### src/rtl/rx_word_assembler_pkg.sv
// Shared types and width helpers for the receive-side byte-to-word assembler.
package rx_word_assembler_pkg;

  typedef enum logic [1:0] {
    ST_IDLE    = 2'd0,
    ST_COLLECT = 2'd1,
    ST_DONE    = 2'd2
  } collect_state_e;

  // Bits needed to index 0..value-1, never less than one bit.
  function automatic int unsigned clog2_min1(input int unsigned value);
    int unsigned width;
    width = 1;
    for (int unsigned i = 1; i < 32; i++) begin
      if ((64'd1 << i) < 64'(value)) width = i + 1;
    end
    return width;
  endfunction

endpackage

### src/rtl/rx_idle_timer.sv
// Counts idle cycles between bytes of one word; flags expiry before a byte arrives.
module rx_idle_timer
  import rx_word_assembler_pkg::*;
#(
  parameter int unsigned TIMEOUT_CYC = 16
) (
  input  logic clk,
  input  logic rst,
  input  logic run_i,
  input  logic clear_i,
  output logic expire_o_c
);

  localparam int unsigned TMR_W = clog2_min1(TIMEOUT_CYC + 1);

  logic [TMR_W-1:0] count_q, count_d;

  // Saturates so a stalled run can never wrap back into range.
  always_comb begin
    count_d = count_q;
    if (!run_i || clear_i) begin
      count_d = '0;
    end else if (count_q != TMR_W'(TIMEOUT_CYC)) begin
      count_d = count_q + TMR_W'(1);
    end
  end

  assign expire_o_c = run_i && !clear_i && (count_q == TMR_W'(TIMEOUT_CYC - 1));

  always_ff @(posedge clk) begin
    if (rst) count_q <= '0;
    else     count_q <= count_d;
  end

endmodule

### src/rtl/rx_word_assembler.sv
// Packs UART receiver bytes into tagged sample words with a valid/ready output,
// overrun detection and an inter-byte timeout resync.
module rx_word_assembler
  import rx_word_assembler_pkg::*;
#(
  parameter  int unsigned BYTE_W         = 8,
  parameter  int unsigned BYTES_PER_WORD = 2,
  parameter  int unsigned MSB_FIRST      = 1,
  parameter  int unsigned NUM_CH         = 1,
  parameter  int unsigned TIMEOUT_CYC    = 0,
  localparam int unsigned WORD_W         = BYTE_W * BYTES_PER_WORD,
  localparam int unsigned CH_W           = clog2_min1(NUM_CH)
) (
  input  logic              clk,
  input  logic              rst,
  input  logic [BYTE_W-1:0] rx_data,
  input  logic              rx_ready,
  output logic [WORD_W-1:0] word_out,
  output logic [CH_W-1:0]   word_ch,
  output logic              word_valid,
  input  logic              word_ready,
  output logic              overrun,
  output logic              timeout_err
);

  localparam int unsigned CNT_W = clog2_min1(BYTES_PER_WORD);

  collect_state_e    state_q, state_d;
  logic [CNT_W-1:0]  cnt_q, cnt_d;
  logic [WORD_W-1:0] asm_q, asm_d, word_q;
  logic [CH_W-1:0]   ch_cnt_q, ch_cnt_d, word_ch_q;
  logic              valid_q, valid_d;
  logic              overrun_q, overrun_d;
  logic              tmo_q, tmo_d;
  logic              last_byte_c, expire_c, complete_c, load_c;

  assign last_byte_c = (cnt_q == CNT_W'(BYTES_PER_WORD - 1));

  if (TIMEOUT_CYC > 0) begin : g_timer
    rx_idle_timer #(
      .TIMEOUT_CYC(TIMEOUT_CYC)
    ) u_idle_timer (
      .clk       (clk),
      .rst       (rst),
      .run_i     (state_q == ST_COLLECT),
      .clear_i   (rx_ready),
      .expire_o_c(expire_c)
    );
  end else begin : g_no_timer
    assign expire_c = 1'b0;
  end

  always_ff @(posedge clk) begin
    if (rst) begin
      state_q <= ST_IDLE;
      cnt_q   <= '0;
    end else begin
      state_q <= state_d;
      cnt_q   <= cnt_d;
    end
  end

  // A strobe always wins over expiry; DONE accepts a strobe exactly like IDLE.
  always_comb begin
    state_d = state_q;
    cnt_d   = cnt_q;
    if (rx_ready) begin
      if (last_byte_c) begin
        state_d = ST_DONE;
        cnt_d   = '0;
      end else begin
        state_d = ST_COLLECT;
        cnt_d   = cnt_q + CNT_W'(1);
      end
    end else if (expire_c) begin
      state_d = ST_IDLE;
      cnt_d   = '0;
    end else if (state_q == ST_DONE) begin
      state_d = ST_IDLE;
    end
  end

  always_comb begin
    complete_c = 1'b0;
    load_c     = 1'b0;
    overrun_d  = 1'b0;
    tmo_d      = 1'b0;
    complete_c = rx_ready && last_byte_c;
    load_c     = complete_c && (!valid_q || word_ready);
    overrun_d  = complete_c && valid_q && !word_ready;
    tmo_d      = expire_c;
  end

  // Byte k of a word lands in its slice as it arrives; the last byte bypasses asm_q.
  for (genvar k = 0; k < BYTES_PER_WORD; k++) begin : g_slice
    localparam int unsigned SLICE = (MSB_FIRST != 0) ? (BYTES_PER_WORD - 1 - k) : k;
    assign asm_d[SLICE*BYTE_W +: BYTE_W] = (rx_ready && (cnt_q == CNT_W'(k)))
                                           ? rx_data : asm_q[SLICE*BYTE_W +: BYTE_W];
  end

  always_comb begin
    valid_d  = valid_q;
    ch_cnt_d = ch_cnt_q;
    if (load_c) begin
      valid_d  = 1'b1;
      ch_cnt_d = (ch_cnt_q == CH_W'(NUM_CH - 1)) ? '0 : ch_cnt_q + CH_W'(1);
    end else if (word_ready) begin
      valid_d = 1'b0;
    end
  end

  always_ff @(posedge clk) begin
    if (rst) begin
      asm_q     <= '0;
      word_q    <= '0;
      word_ch_q <= '0;
      ch_cnt_q  <= '0;
      valid_q   <= 1'b0;
      overrun_q <= 1'b0;
      tmo_q     <= 1'b0;
    end else begin
      asm_q     <= asm_d;
      ch_cnt_q  <= ch_cnt_d;
      valid_q   <= valid_d;
      overrun_q <= overrun_d;
      tmo_q     <= tmo_d;
      if (load_c) begin
        word_q    <= asm_d;
        word_ch_q <= ch_cnt_q;
      end
    end
  end

  assign word_out    = word_q;
  assign word_ch     = word_ch_q;
  assign word_valid  = valid_q;
  assign overrun     = overrun_q;
  assign timeout_err = tmo_q;

endmodule
### config.mk
export PLATFORM = sky130hd
export DESIGN_NAME = rx_word_assembler
export DESIGN_NICKNAME = d
export VERILOG_FILES = /design/src/rtl/rx_word_assembler_pkg.sv /design/src/rtl/rx_idle_timer.sv /design/src/rtl/rx_word_assembler.sv
export SDC_FILE = /design/constraint.sdc
export NUM_CORES = 1
export LEC_CHECK = 0
export ABC_AREA = 1
export CORE_UTILIZATION = 35
export DETAILED_ROUTE_END_ITERATION = 10
export PLACE_DENSITY = 0.59
export SLEW_MARGIN = 40
export SYNTH_ARGS = -nofsm -noshare
export SYNTH_HDL_FRONTEND = slang
export SYNTH_SLANG_ARGS = --single-unit
### constraint.sdc
create_clock -name clk -period 1.6 [get_ports clk]
set_input_delay 0.24 -clock clk [delete_from_list [all_inputs] [get_ports clk]]
set_output_delay 0.24 -clock clk [all_outputs]
set_load 0.02 [all_outputs]
Word level (Yosys, flattened, before mapping)
Index checks and enable logic that the tools add are counted.
- bits in writable memories: 0
- output and inout port bits: 20
- word-level logic and storage cells: 25
- bits in read-only memories: 0
- latch bits: 0
- memories kept: 0
- bits of input ports: 12
- register bits after elaboration: 37
- shifts and indexed selects: 0
- muxes and demuxes: 6
- bitwise gates (word level): 1
- $mul: 0
- $lt $le $gt $ge: 0
- reduce and logical (&&, ||, !) cells: 9
- add/subtract/negate cells: 2
- div/mod/pow operators: 0
- equality and inequality tests: 0
- operators with widths (cell ; count):
    $mux 8 ; 2
    $logic_and 1x1->1 ; 5
    $mux 1 ; 4
    $add 1x1->1 const B ; 2
    $logic_not 1->1 ; 2
    $reduce_bool 2->1 ; 1
    $logic_or 1x1->1 ; 1
    $not 1->1 ; 1

Logic depth before layout (Yosys ltp)
Gate-level depths: netlist of the first run.
- depth in word-level cells: 4
- depth in mapped cells: 7

Least setup slack after synthesis of the first run
Ideal clock, no wire load.
- path kind: reg-to-reg
- start: register valid_q (netlist: word_valid)
- end: register word_q[0] (netlist: word_out[0])
- required time: 1.488 ns
- period minus slack after synthesis: 1.089 ns
- setup slack: 0.511 ns
- setup time: 0.112 ns
- data arrival time: 0.977 ns
- buffers on the path: 1
- stages on the path, launching flop included: 6
- cell sequence: dfxtp_1 -> nand2_1 -> buf_1 -> nand3_1 -> nand2_1 -> nor2_1
- word-level cells in the longest chain between the ends: 3
- RTL lines (element ; line ; text):
    from (decl) ; rx_word_assembler.sv:32 ; logic valid_q, valid_d;
    from (signal assigned) ; rx_word_assembler.sv:124 ; valid_q <= valid_d;
    $logic_not 1->1 ; rx_word_assembler.sv:89 ; load_c = complete_c && (!valid_q || word_ready);
    $logic_or 1x1->1 ; rx_word_assembler.sv:89 ;
    $logic_and 1x1->1 ; rx_word_assembler.sv:89 ;
    to (signal assigned) ; rx_word_assembler.sv:128 ; word_q <= asm_d;
    to (decl) ; rx_word_assembler.sv:30 ; logic [WORD_W-1:0] asm_q, asm_d, word_q;
Every way passes these cells.
A chain may end at the register's enable or synchronous reset.

Final worst setup path of the first run
- start: register word_q[1] (netlist: word_out[1])
- end: output word_out[1]
- RTL lines (element ; line ; text):
    to (decl) ; rx_word_assembler.sv:18 ; output logic [WORD_W-1:0] word_out,
No word-level cell between the ends.

==> impl_metrics.yaml, run 1 <==
routing:
  num_vias: 1002
  drt_iter0_markers: 25
  drc: 0
  routed_via_density: 4.25
  wl_per_cell_microns: 9.56
  drtAntennaViolNets: 0
  first_pass_iters: 4
  routed_wl_microns: 2260
place:
  port_buffers: 29
  dpl.cell_count: 232
  place.gp.congestion: 0.741
  pre_cts_ws_ns: 0.0926
  dpl_cell_area_sq_um: 1450
  hpwl_microns: 1750
synth:
  async_flop_share: 0
  synth-edff-count: 0
  yosysTopAreaCellShare: 0.478
  ys_ff_latch: 27
  synth.distinct_cells: 16
  syn_area_per_cell_sq_um: 6.94
  synth_common_cells: "42 x nand2_1, 34 x nor2_1, 27 x dfxtp_1, 18 x inv_1, 16 x nand3_1"
  yosys.area.top_type: "dfxtp_1"
  ys.flop_type: "dfxtp_1"
  netlist_top_cells_area: "dfxtp_1 48%, nand2_1 14%, nor2_1 11%"
  syn_inst: 163
  syn-cell-area_sq_um: 1130
  yosysMostFrequentCell: "nand2_1"
  yosys_warnings: 0
  yosysSeqAreaShare: 0.478
clocking:
  cts_hold_buf: 0
  cts_buffers: 3
  post_cts_resized: 0
  clockRootBuffer: "clkbuf_4"
  htree_levels: 1
  cts_tree: "done"
  clk_latency_ns: 0.32
  postCtsSetupBuffers: 0
  clockBufferDepth: 2
  clk_pin_slew_ns: 0.14
  cts.sink_count: 27
grt:
  grt_max_degree: 18
  grt_pass1_wl_microns: 3910
  antenna_found_initial: 0
  grt_pass1_vias: 931
  grt_usage: 0.149
  grt_overflow_total: 0
flow_run:
  max_cap_violations: 0
timing:
  fmax_ghz: 0.650
  hold_slack_ns: 0.478
  skew_ns: 0.00330
  fin_tns_setup_ns: 0
  setup_slack_ns: 0.0606
  period_share: 0.962
  finalHoldViolations: 0
  period_minus_slack_ns: 1.54
  rsz0062_at_grt: "false"
  finalSetupViolCount: 0
  slew_viol_final: 0
final_layout:
  seqCellArea_sq_um: 541
  final_cells: 236
  drive_gt1_frac: 0.0677
  area_delta_synth_final_pct: 30.8
  antenna_cells: 0
  final_nets: 205
  multiInputGateArea_sq_um: 457
  final_area_sq_um: 1480
  fillers: 335
power_and_ir_drop:
  p_leak_nw: 0.710
  pwr-share-seq: 0.567
  combinationalPowerShare: 0.205
  max-vdd-ir-drop_uv: 306
  intPower_w: 0.000929
  switching_share: 0.279
  power_switching_w: 0.000360
  p_clk_frac: 0.228
  power_density_nw_per_um2: 872
worst_setup_path:
  cp-end-kind: "output pin"
  path_buf_inv: 1
  critPathLaunchType: "register"
  required_ns: 1.36
  r2r_setup_slack_ns: 0.41
  crit_chain: "clkdlybuf4s50_1"
  r2r_cells: 6
  crit_family: "buffers and inverters"
  slowest_stage: "clkdlybuf4s50_1"
  cpPeakStageDelay_ns: 0.61
  worstSetupPathType: "register to output pin"
  r2r-end: "word_out[10]"
  rr_startpoint: "cnt_q"
  crit_fanout: 2
  arrival_ns: 1.30
floorplan:
  row_count: 20
  ioPinCount: 32
  core_area_sq_um: 3050
  die_y_microns: 58.8
  chipWidth_microns: 58.8
  dieArea_sq_um: 3460
  initial_utilization: 0.370
hold_path:
  whs_endpoint: "asm_q[15]"
  holdPathStages: 2
  hp-start: "asm_q[15]"
  hp-class: "register to register"
outcome:
  status: "completed"
## layer usage
layer | vias to the layer above | track usage | share of wire
li1 | 541 | - | -
met1 | 438 | 0.196 | 0.49
met2 | 19 | 0.239 | 0.47
met3 | 4 | 0.0198 | 0.028
met4 | 0 | 0.0782 | 0.012
met5 | - | 0 | 0
## how the worst max path moves through the flow
stage	startpoint	to	slack, ns	depth (start not counted)
after floorplan	word_valid	word_out[0]	0.51	5
after global placement	rx_ready	word_out[1]	0.12	7
after detailed placement	rx_ready	word_out[2]	0.09	7
after CTS	word_out[1]	word_out[1]	0.04	1
after global routing	word_valid	word_valid	0.01	1
final	word_out[1]	word_out[1]	0.06	1
## cell usage in the layout, fill, tap and decap left out, types with 2 or more instances in the layout
master / synthesis / final
inv_2: 2 / 2
buf_4: 4 / 4
clkdlybuf4s50_1: 0 / 29
nor2_1: 34 / 34
dfxtp_1: 27 / 27
clkbuf_4: 0 / 3
inv_1: 18 / 18
nand2_1: 42 / 42
a21oi_1: 9 / 9
nand2_4: 3 / 3
conb_1: 1 / 2
nand3_1: 16 / 16
## flip-flops by register name, summed over array words and instances, names as in the netlist
register and cells:
cnt_q 1, word_out 16, asm_q 8, word_valid 1, overrun 1
## cells by family after synthesis
group | after synthesis | synth area share
and+or+nand+nor | 96 | 0.357
buffers and inverters | 30 | 0.122
DFF | 27 | 0.478
AOI/OAI and AO/OA | 9 | 0.0398
other | 1 | 0.00332
## layout make-up
class / count / share of cell area
Clock buffer: 4 / 0.0178
Inverter: 21 / 0.0541
Multi-Input combinational cell: 107 / 0.309
Sequential cell: 27 / 0.365
Tap cell: 44 / 0.0372
Timing Repair Buffer: 33 / 0.217
## power by group through the flow
stage | Clock [W] | Combinational (W) | Sequential [W]
global route | 0.000335 | 0.000295 | 0.000737
global placement | 0 | 0.000265 | 0.000747
detailed placement | 0 | 0.000267 | 0.000748
finish | 0.000293 | 0.000264 | 0.000732
floorplan | 0 | 0.000130 | 0.000780
CTS | 0.000310 | 0.000268 | 0.000732
## stage by stage
| step | power, W | util |
|---|---|---|
| 6_report | 0.00129 | 0.484 |
| 4_1_cts | 0.00131 | 0.484 |
| 5_1_grt | 0.00137 | 0.484 |
| 3_3_place_gp | 0.00101 | 0.476 |
| 2_1_floorplan | 0.000909 | - |
| 3_5_place_dp | 0.00101 | 0.476 |
No activity file was read; power rests on OpenSTA's default activity.
==> inputs of run 2 (changes only) <==
Settings changed: SKIP_LAST_GASP from default to 1.
==> results of run 2 <==
No change in the layout: final DEF, timing and power equal those of run 1.
